$ cat src/rtl/bus_interconnect_if.sv
// Native-bus bundle between one picorv32-style master, the interconnect and its slaves.
// The slave modport is the interconnect's view; the master modport is the environment's view.
interface bus_interconnect_if #(
    parameter int NUM_SLAVES = 4
) ();
    logic                       m_valid;
    logic                       m_ready;
    logic [31:0]                m_addr;
    logic [31:0]                m_wdata;
    logic [3:0]                 m_wstrb;
    logic [31:0]                m_rdata;

    logic [NUM_SLAVES-1:0]      s_valid;
    logic [NUM_SLAVES-1:0]      s_ready;
    logic [31:0]                s_addr;
    logic [31:0]                s_wdata;
    logic [3:0]                 s_wstrb;
    logic [32*NUM_SLAVES-1:0]   s_rdata;

    modport slave (
        input  m_valid, m_addr, m_wdata, m_wstrb, s_ready, s_rdata,
        output m_ready, m_rdata, s_valid, s_addr, s_wdata, s_wstrb
    );

    modport master (
        output m_valid, m_addr, m_wdata, m_wstrb, s_ready, s_rdata,
        input  m_ready, m_rdata, s_valid, s_addr, s_wdata, s_wstrb
    );
endinterface

$ cat src/rtl/bus_interconnect.sv
// Single-master address-decoding interconnect with slave wait timeout and error reporting.
// state  | meaning
// IDLE   | waiting for m_valid; request latched and decoded on acceptance
// ACCESS | s_valid asserted to the selected slave, wait counter running
// RESP   | m_ready pulse to the master, then back to IDLE
module bus_interconnect #(
    parameter int          NUM_SLAVES = 4,
    parameter int          SEL_LSB    = 28,
    parameter int          SEL_W      = 4,
    parameter int          TIMEOUT    = 255,
    parameter logic [31:0] ERR_DATA   = 32'hDEAD_BEEF
) (
    input  logic                 clk,
    input  logic                 resetn,
    bus_interconnect_if.slave    bus,
    output logic                 err_irq,
    output logic [31:0]          err_addr,
    output logic [15:0]          err_count
);
    typedef enum logic [1:0] {IDLE, ACCESS, RESP} state_t;

    localparam logic [15:0] WAIT_LAST = 16'(TIMEOUT - 1);

    state_t                 state;
    logic [15:0]            wait_cnt;
    logic [31:0]            sel_idx;
    logic                   sel_hit;
    logic [NUM_SLAVES-1:0]  sel_onehot;
    logic                   ready_sel;
    logic [31:0]            rdata_sel;
    logic [15:0]            err_count_next;

    always_comb begin
        sel_idx    = 32'(bus.m_addr[SEL_LSB +: SEL_W]);
        sel_hit    = sel_idx < 32'(NUM_SLAVES);
        sel_onehot = '0;
        for (int i = 0; i < NUM_SLAVES; i++) begin
            sel_onehot[i] = (sel_idx == 32'(i));
        end
    end

    // s_valid is one-hot on the selected slave during ACCESS, so it doubles as the
    // ready/rdata select and other slaves' s_ready can never complete a transfer.
    always_comb begin
        ready_sel = |(bus.s_ready & bus.s_valid);
        rdata_sel = '0;
        for (int i = 0; i < NUM_SLAVES; i++) begin
            if (bus.s_valid[i]) begin
                rdata_sel = bus.s_rdata[32*i +: 32];
            end
        end
        err_count_next = (err_count == 16'hFFFF) ? err_count : err_count + 16'd1;
    end

    always_ff @(posedge clk) begin
        if (!resetn) begin
            state       <= IDLE;
            wait_cnt    <= '0;
            bus.m_ready <= 1'b0;
            bus.m_rdata <= '0;
            bus.s_valid <= '0;
            bus.s_addr  <= '0;
            bus.s_wdata <= '0;
            bus.s_wstrb <= '0;
            err_irq     <= 1'b0;
            err_addr    <= '0;
            err_count   <= '0;
        end else begin
            bus.m_ready <= 1'b0;
            err_irq     <= 1'b0;
            case (state)
                IDLE: begin
                    if (bus.m_valid) begin
                        bus.s_addr  <= bus.m_addr;
                        bus.s_wdata <= bus.m_wdata;
                        bus.s_wstrb <= bus.m_wstrb;
                        if (sel_hit) begin
                            bus.s_valid <= sel_onehot;
                            wait_cnt    <= '0;
                            state       <= ACCESS;
                        end else begin
                            bus.m_rdata <= ERR_DATA;
                            bus.m_ready <= 1'b1;
                            err_irq     <= 1'b1;
                            err_addr    <= bus.m_addr;
                            err_count   <= err_count_next;
                            state       <= RESP;
                        end
                    end
                end
                ACCESS: begin
                    // A ready arriving on the final wait cycle wins over the timeout.
                    if (ready_sel) begin
                        bus.m_rdata <= rdata_sel;
                        bus.s_valid <= '0;
                        bus.m_ready <= 1'b1;
                        state       <= RESP;
                    end else if (wait_cnt == WAIT_LAST) begin
                        wait_cnt    <= wait_cnt + 16'd1;
                        bus.m_rdata <= ERR_DATA;
                        bus.s_valid <= '0;
                        bus.m_ready <= 1'b1;
                        err_irq     <= 1'b1;
                        err_addr    <= bus.s_addr;
                        err_count   <= err_count_next;
                        state       <= RESP;
                    end else begin
                        wait_cnt <= wait_cnt + 16'd1;
                    end
                end
                RESP: begin
                    state <= IDLE;
                end
                default: begin
                    state <= IDLE;
                end
            endcase
        end
    end
endmodule

$ cat src/flat_wrapper.sv
// flat-port wrapper written by rule: the top's interface ports become plain ports
module bus_interconnect_flat 
#(
    parameter int          NUM_SLAVES = 4,
    parameter int          SEL_LSB    = 28,
    parameter int          SEL_W      = 4,
    parameter int          TIMEOUT    = 255,
    parameter logic [31:0] ERR_DATA   = 32'hDEAD_BEEF
)
  (clk, resetn, err_irq, err_addr, err_count, bus_m_valid, bus_m_addr, bus_m_wdata, bus_m_wstrb, bus_s_ready, bus_s_rdata, bus_m_ready, bus_m_rdata, bus_s_valid, bus_s_addr, bus_s_wdata, bus_s_wstrb);
  bus_interconnect_if #(.NUM_SLAVES(NUM_SLAVES)) bus_i ();
  input  logic clk;
  input  logic resetn;
  output logic err_irq;
  output logic [31:0] err_addr;
  output logic [15:0] err_count;
  input wire logic [$bits(bus_i.m_valid)-1:0] bus_m_valid;
  input wire logic [$bits(bus_i.m_addr)-1:0] bus_m_addr;
  input wire logic [$bits(bus_i.m_wdata)-1:0] bus_m_wdata;
  input wire logic [$bits(bus_i.m_wstrb)-1:0] bus_m_wstrb;
  input wire logic [$bits(bus_i.s_ready)-1:0] bus_s_ready;
  input wire logic [$bits(bus_i.s_rdata)-1:0] bus_s_rdata;
  output wire logic [$bits(bus_i.m_ready)-1:0] bus_m_ready;
  output wire logic [$bits(bus_i.m_rdata)-1:0] bus_m_rdata;
  output wire logic [$bits(bus_i.s_valid)-1:0] bus_s_valid;
  output wire logic [$bits(bus_i.s_addr)-1:0] bus_s_addr;
  output wire logic [$bits(bus_i.s_wdata)-1:0] bus_s_wdata;
  output wire logic [$bits(bus_i.s_wstrb)-1:0] bus_s_wstrb;
  assign bus_i.m_valid = bus_m_valid;
  assign bus_i.m_addr = bus_m_addr;
  assign bus_i.m_wdata = bus_m_wdata;
  assign bus_i.m_wstrb = bus_m_wstrb;
  assign bus_i.s_ready = bus_s_ready;
  assign bus_i.s_rdata = bus_s_rdata;
  assign bus_m_ready = bus_i.m_ready;
  assign bus_m_rdata = bus_i.m_rdata;
  assign bus_s_valid = bus_i.s_valid;
  assign bus_s_addr = bus_i.s_addr;
  assign bus_s_wdata = bus_i.s_wdata;
  assign bus_s_wstrb = bus_i.s_wstrb;
  bus_interconnect #(.NUM_SLAVES(NUM_SLAVES), .SEL_LSB(SEL_LSB), .SEL_W(SEL_W), .TIMEOUT(TIMEOUT), .ERR_DATA(ERR_DATA)) u_core (.clk(clk), .resetn(resetn), .bus(bus_i), .err_irq(err_irq), .err_addr(err_addr), .err_count(err_count));
endmodule
$ cat config.mk
export PLATFORM = sky130hd
export DESIGN_NAME = bus_interconnect_flat
export DESIGN_NICKNAME = d
export VERILOG_FILES = /design/src/rtl/bus_interconnect_if.sv /design/src/rtl/bus_interconnect.sv /design/src/flat_wrapper.sv
export SDC_FILE = /design/constraint.sdc
export NUM_CORES = 1
export LEC_CHECK = 0
export ABC_AREA = 0
export CAP_MARGIN = 20
export CORE_AREA = 3 3 139 141
export DETAILED_ROUTE_END_ITERATION = 12
export DIE_AREA = 0 0 142 144
export GPL_TIMING_DRIVEN = 0
export PLACE_DENSITY_LB_ADDON = 0.25
export SLEW_MARGIN = 30
export SYNTH_ARGS = -nofsm -noshare
export SYNTH_HDL_FRONTEND = slang
export SYNTH_SLANG_ARGS = --single-unit
$ cat constraint.sdc
create_clock -name clk -period 6.35 [get_ports clk]
set_clock_uncertainty 0.15 [all_clocks]
set_input_delay 0.9525 -clock clk [delete_from_list [all_inputs] [get_ports clk]]
set_output_delay 0.9525 -clock clk [all_outputs]
set_load 0.005 [all_outputs]
* Word-level counts from Yosys, hierarchy flattened
Cells that the tools add are included.
** Cells by class
- $add $sub $neg :: 2
- Multiply operators :: 0
- Div/mod/pow operators :: 0
- $lt $le $gt $ge :: 1
- Equal/unequal tests :: 12
- Shift-type cells :: 0
- Multiplexer cells :: 41
- Bitwise operators :: 1
- Reductions and logical operators :: 10
** Operator list (count)
- $mux W32 :: 12
- $mux W16 :: 8
- $pmux W32 S2 :: 2
- $pmux W16 S2 :: 2
- $add A16 B1 Y16 const B :: 2
- $eq A16 B16 Y1 const B :: 1
- $eq A16 B8 Y1 const B :: 1
- $mux W4 :: 4
- $reduce_and A4 Y1 :: 3
- $eq A4 B2 Y1 const B :: 2
- $mux W2 :: 4
- $pmux W4 S2 :: 1
- $ne A2 B2 Y1 const B :: 3
- $mux W1 :: 5
- $reduce_and A5 Y1 :: 1
- $and A4 B4 Y4 :: 1
- $eq A4 B1 Y1 const B :: 1
- $logic_not A4 Y1 :: 1
- $lt A4 B3 Y1 const B :: 1
- $ne A2 B1 Y1 const B :: 2
- $pmux W1 S2 :: 2
- $pmux W2 S2 :: 1
- $reduce_and A2 Y1 :: 2
- $reduce_or A4 Y1 :: 1
- 4 further kinds :: 4
** Storage, ports and cells
- Register bits :: 172
- Bits in latches :: 0
- Memory bits (writable) :: 0
- Bits in read-only memories :: 0
- Input bits :: 203
- Output and inout bits :: 154
- Word-level logic and storage cells :: 78
- Memories :: 0

* Depth between registers and ports, before layout
- Depth after elaboration :: 6
- Depth in mapped cells :: 8
- Gate-level depth less buffers :: 7

* Worst setup path after synthesis
Ideal clock, no wire load.
- Path type :: input port to flip-flop
- Start :: in bus_s_ready[2]
- End :: reg u_core.err_addr[23]
- Library setup time :: 0.133 ns
- Arrival :: 2.199 ns
- Data required time :: 6.067 ns
- Slack :: 3.867 ns
- Stages on the path :: 6
- Buffers on the path :: 2
- Cell sequence :: a22oi_1 nand3_1 o22ai_2 buf_2 buf_2 a311oi_1
** On the way
- Longest elaborated chain between the ends :: 4
** RTL lines
- from (decl) :: line flat_wrapper.sv:21 : input wire logic [$bits(bus_i.s_ready)-1:0] bus_s_ready;
- $and A4 B4 Y4 :: line bus_interconnect.sv:45 : ready_sel = |(bus.s_ready & bus.s_valid);
- $reduce_or A4 Y1 :: line bus_interconnect.sv:45
- $ne A2 B2 Y1 (no source line)
- $reduce_and A5 Y1 (no source line)
- to (signal assigned) :: line bus_interconnect.sv:85 : err_addr <= bus.m_addr;
- to (signal assigned) :: line bus_interconnect.sv:104 : err_addr <= bus.s_addr;
- to (decl) :: line bus_interconnect.sv:17 : output logic [31:0] err_addr,
No other way between the ends.
A chain may end at the register's enable or synchronous reset.

* Final worst setup path
- Start :: in bus_m_valid
- End :: reg u_core.bus.s_addr[12]
** On the way
- Longest elaborated chain between the ends :: 1
** RTL lines
- from (decl) :: line flat_wrapper.sv:17 : input wire logic [$bits(bus_i.m_valid)-1:0] bus_m_valid;
- $reduce_and A2 Y1 (no source line)
- to (signal assigned) :: line bus_interconnect.sv:74 : bus.s_addr <= bus.m_addr;
- to (decl) :: line bus_interconnect_if.sv:22 : output m_ready, m_rdata, s_valid, s_addr, s_wdata, s_wstrb
No other way between the ends.

==> flow_summary.json <==
{
  "tritoncts": "yes",
  "power_per_cell_area_mw_per_mm2": 231.3,
  "swShare_pct": 26.35,
  "std_cell_rows": 49,
  "final_cell_area_mm2": 0.01213,
  "timing.critical_path.required_ns": 6.56,
  "route.antenna.remaining_nets": 0,
  "area.sequential_mm2": 0.003443,
  "gp_congestion": 0.9000,
  "critPathLaunchType": "primary input",
  "detailed_place_hpwl_um": 23420,
  "min-delay-path-class": "reg -> reg",
  "number_of_antenna_violations_at_the_first_check_in_global_routing": 5,
  "wl_um": 30320,
  "critPathMaxFanout": 10,
  "finalSetupViolCount": 0,
  "fin_nets": 1556,
  "synth-seq-area-share_pct": 45.00,
  "synth.distinct_cells": 50,
  "pin_count_of_the_biggest_net_entering_global_routing": 17,
  "synth_nets": 1181,
  "final_hold_violation_count": 0,
  "power_leakage_nw": 4.390,
  "maxSlewViolCount": 0,
  "detailroute.via_count": 8815,
  "detailed_place.area_mm2": 0.01150,
  "maximum_number_of_buffers_from_clock_root_to_sink": 2,
  "io_pins": 357,
  "timing.max_slew.rel_slack_pct": 38.23,
  "cts.root.buffer_cell": "clkbuf_16",
  "worst_setup_path_end_kind": "flop",
  "status": "finished, final reports clean",
  "totalNegativeSetupSlack_ns": 0,
  "dieHeight_um": 144,
  "synth-async-reset-ratio_pct": 0,
  "die-area_mm2": 0.02045,
  "design.core.area_mm2": 0.01809,
  "grt_util_all_layers_pct": 28.45,
  "count_of_flip_flops_with_a_built_in_enable_after_synthesis": 0,
  "clock_power_share_pct": 39.1,
  "cell_internal_pwr_mw": 2.066,
  "critical-path-max-stage-delay_ns": 0.74,
  "rsz0062_at_grt": "no",
  "h-tree-depth": 4,
  "synth_flop_cell": "dfxtp_1",
  "criticalPathCategory": "in -> reg",
  "drv.max_cap_violation_count": 0,
  "netlist_instances": 975,
  "final_min_period_over_clock_period_pct": 50.39,
  "routed_via_density": 5.516,
  "grt_pass1_vias": 8250,
  "post-cts-setup-buffer-count": 0,
  "drt_pre_antenna_iters": 6,
  "max_freq_mhz": 312.5,
  "grt_remaining_overflow": 0,
  "critPathSlowestCell": "nor3b_1",
  "post_cts_resized": 0,
  "die_outline_width_um": 142,
  "floorplan.initialDensity_pct": 42.30,
  "numClockSinks": 172,
  "irDropWorstVdd_v": 0.0001931,
  "yosys_warnings": 0,
  "ys_ff_latch": 172,
  "fillerInstances": 1560,
  "clock_latency_ns": 0.42,
  "worst-slew-pin-transition_ns": 0.9149,
  "area_growth_pct": 58.51,
  "cp_cell_sequence": "clkdlybuf4s50_1 -> nor3b_1 -> clkbuf_1 -> buf_1 -> nand2_1 -> a21oi_1",
  "layout_min_cycle_time_ns": 3.200,
  "portBuffers": 356,
  "cts_hold_buffers": 0,
  "drt_iter0_drc": 585,
  "average_footprint_of_a_synthesized_cell_um2": 7.847,
  "seqPwrFrac_pct": 42.4,
  "critical_path_arrival_ns": 3.41,
  "multiInputGateArea_mm2": 0.003767,
  "p_comb_share_pct": 18.5,
  "post_route_cells_drive_above_1_share_pct": 3.742,
  "syn-cell-area_mm2": 0.007651,
  "switching_power_mw": 0.7393,
  "cts.reportedPaths.clkPinSlew_ns": 0.07,
  "grt_first_pass_wirelength_um": 45270,
  "wire_per_inst_um": 18.97,
  "drt_drc_violations_left": 0,
  "cts_inserted_buffers": 17
}
layout by cell type (no fill, tap or decap), types with 4 or more instances in the layout:
master / synthesis / layout
or4_1: 5 / 5
xnor2_1: 9 / 9
buf_2: 10 / 10
a311oi_1: 32 / 32
nor2_1: 89 / 89
nand3_1: 18 / 18
nor3_1: 5 / 5
clkbuf_1: 68 / 69
nor4b_1: 4 / 4
nor4_1: 8 / 8
nand2b_1: 4 / 4
inv_1: 29 / 29
a21oi_1: 108 / 108
or3_1: 6 / 6
a221o_1: 24 / 24
nor2b_1: 10 / 10
inv_6: 0 / 5
and4_1: 4 / 4
o31ai_1: 14 / 14
nand2_1: 224 / 224
dfxtp_1: 172 / 172
o21ai_0: 34 / 34
xor2_1: 5 / 5
a22oi_1: 9 / 9
a221oi_1: 32 / 32
clkbuf_16: 0 / 17
diode_2: 0 / 6
clkdlybuf4s50_1: 0 / 356
nand4_1: 12 / 12
and3_1: 4 / 4
final timing paths:
path | start | endpoint | slack, ns | cells after the start
max | bus_m_valid | u_core.bus.s_addr[12] | 3.15 | 6
max reg2reg | u_core.bus.s_valid[1] | u_core.err_addr[23] | 3.78 | 7
min reg2reg | u_core.bus.s_wdata[2] | u_core.bus.s_wdata[2] | 0.31 | 2
min | u_core.bus.s_wdata[2] | u_core.bus.s_wdata[2] | 0.31 | 2
through the flow:
stage	setup WS, ns	hold slack (ns)	utilization, %	instances	total power [mW]
2_1_floorplan	3.867	0.3027	-	975	1.384
3_3_place_gp	2.727	0.2912	63.59	1560	1.722
3_5_place_dp	2.685	0.2955	63.59	1560	1.729
4_1_cts	3.122	0.3051	66.97	1592	2.810
5_1_grt	2.914	0.3142	67.04	1597	2.909
6_report	3.150	0.3055	67.06	1598	2.806
final cells by class:
type	instances	share of cell area [%]
timing repair buffer	356	29.38
antenna	6	0.1238
inverter	30	0.9285
sequential	172	28.39
multi-input combinational	691	31.06
buffer	82	2.703
clock inverter	14	1.506
tap	229	2.363
clock buffer	18	3.539
logic make-up (layout without fill, tap and decap cells):
kind of cell,Yosys count,after routing,share of synthesized area (%)
AOI/OAI and AO/OA,269,269,23.78
xor gates and xnor gates,14,14,1.603
adders and majority gates,3,3,0.4906
buffers and inverters,112,500,5.756
DFF,172,172,45.00
muxes,2,2,0.2617
other,0,6,0
and+or+nand+nor,403,403,23.11
critical path, delay by kind of cell:
family / cells / cell delay (ns)
AOI/OAI and AO/OA: 1 / 0.13
buffers and inverters: 3 / 1.46
and+or+nand+nor: 2 / 0.86
metal layers:
| metal | global-route usage, % | vias up | wire, µm |
|---|---|---|---|
| met5 | 0 | - | 0 |
| li1 | - | 4214 | - |
| met3 | 6.911 | 60 | 2675 |
| met1 | 34.30 | 4130 | 11580 |
| met4 | 11.97 | 0 | 977 |
| met2 | 48.65 | 411 | 15090 |
synth_stat cells (3+ instances only):
| cell | n | area, µm² |
|---|---|---|
| nand2_1 | 224 | 840.8 |
| dfxtp_1 | 172 | 3443 |
| a21oi_1 | 108 | 540.5 |
| nor2_1 | 89 | 334.1 |
| clkbuf_1 | 68 | 255.2 |
| o21ai_0 | 34 | 170.2 |
| a221oi_1 | 32 | 280.3 |
| a311oi_1 | 32 | 280.3 |
| inv_1 | 29 | 108.9 |
| a221o_1 | 24 | 240.2 |
| nand3_1 | 18 | 90.09 |
| o31ai_1 | 14 | 105.1 |
| nand4_1 | 12 | 75.07 |
| buf_2 | 10 | 50.05 |
| nor2b_1 | 10 | 62.56 |
| a22oi_1 | 9 | 67.56 |
| xnor2_1 | 9 | 78.83 |
| nor4_1 | 8 | 50.05 |
| or3_1 | 6 | 37.54 |
| nor3_1 | 5 | 25.02 |
| or4_1 | 5 | 37.54 |
| xor2_1 | 5 | 43.79 |
| and3_1 | 4 | 25.02 |
| and4_1 | 4 | 35.03 |
| nand2b_1 | 4 | 25.02 |
| nor4b_1 | 4 | 35.03 |
| buf_1 | 3 | 11.26 |
| ha_1 | 3 | 37.54 |
| nor3b_1 | 3 | 22.52 |
power groups by stage:
stage	clock [mW]	sequential, mW	combinational, mW
6_report	1.10	1.19	0.518
5_1_grt	1.15	1.20	0.560
2_1_floorplan	0	1.22	0.168
3_5_place_dp	0	1.21	0.516
4_1_cts	1.10	1.19	0.519
3_3_place_gp	0	1.21	0.511
state kept, by name (all words and copies together), names as in the netlist:
| register | flops |
|---|---|
| u_core.bus.m_rdata | 32 |
| u_core.err_count | 16 |
| u_core.bus.s_valid | 4 |
| u_core.bus.m_ready | 1 |
| u_core.wait_cnt | 16 |
| u_core.err_irq | 1 |
| u_core.bus.s_addr | 32 |
| u_core.bus.s_wdata | 32 |
| u_core.bus.s_wstrb | 4 |
| u_core.state | 2 |
| u_core.err_addr | 32 |
Power figures use the tool's default switching activity.
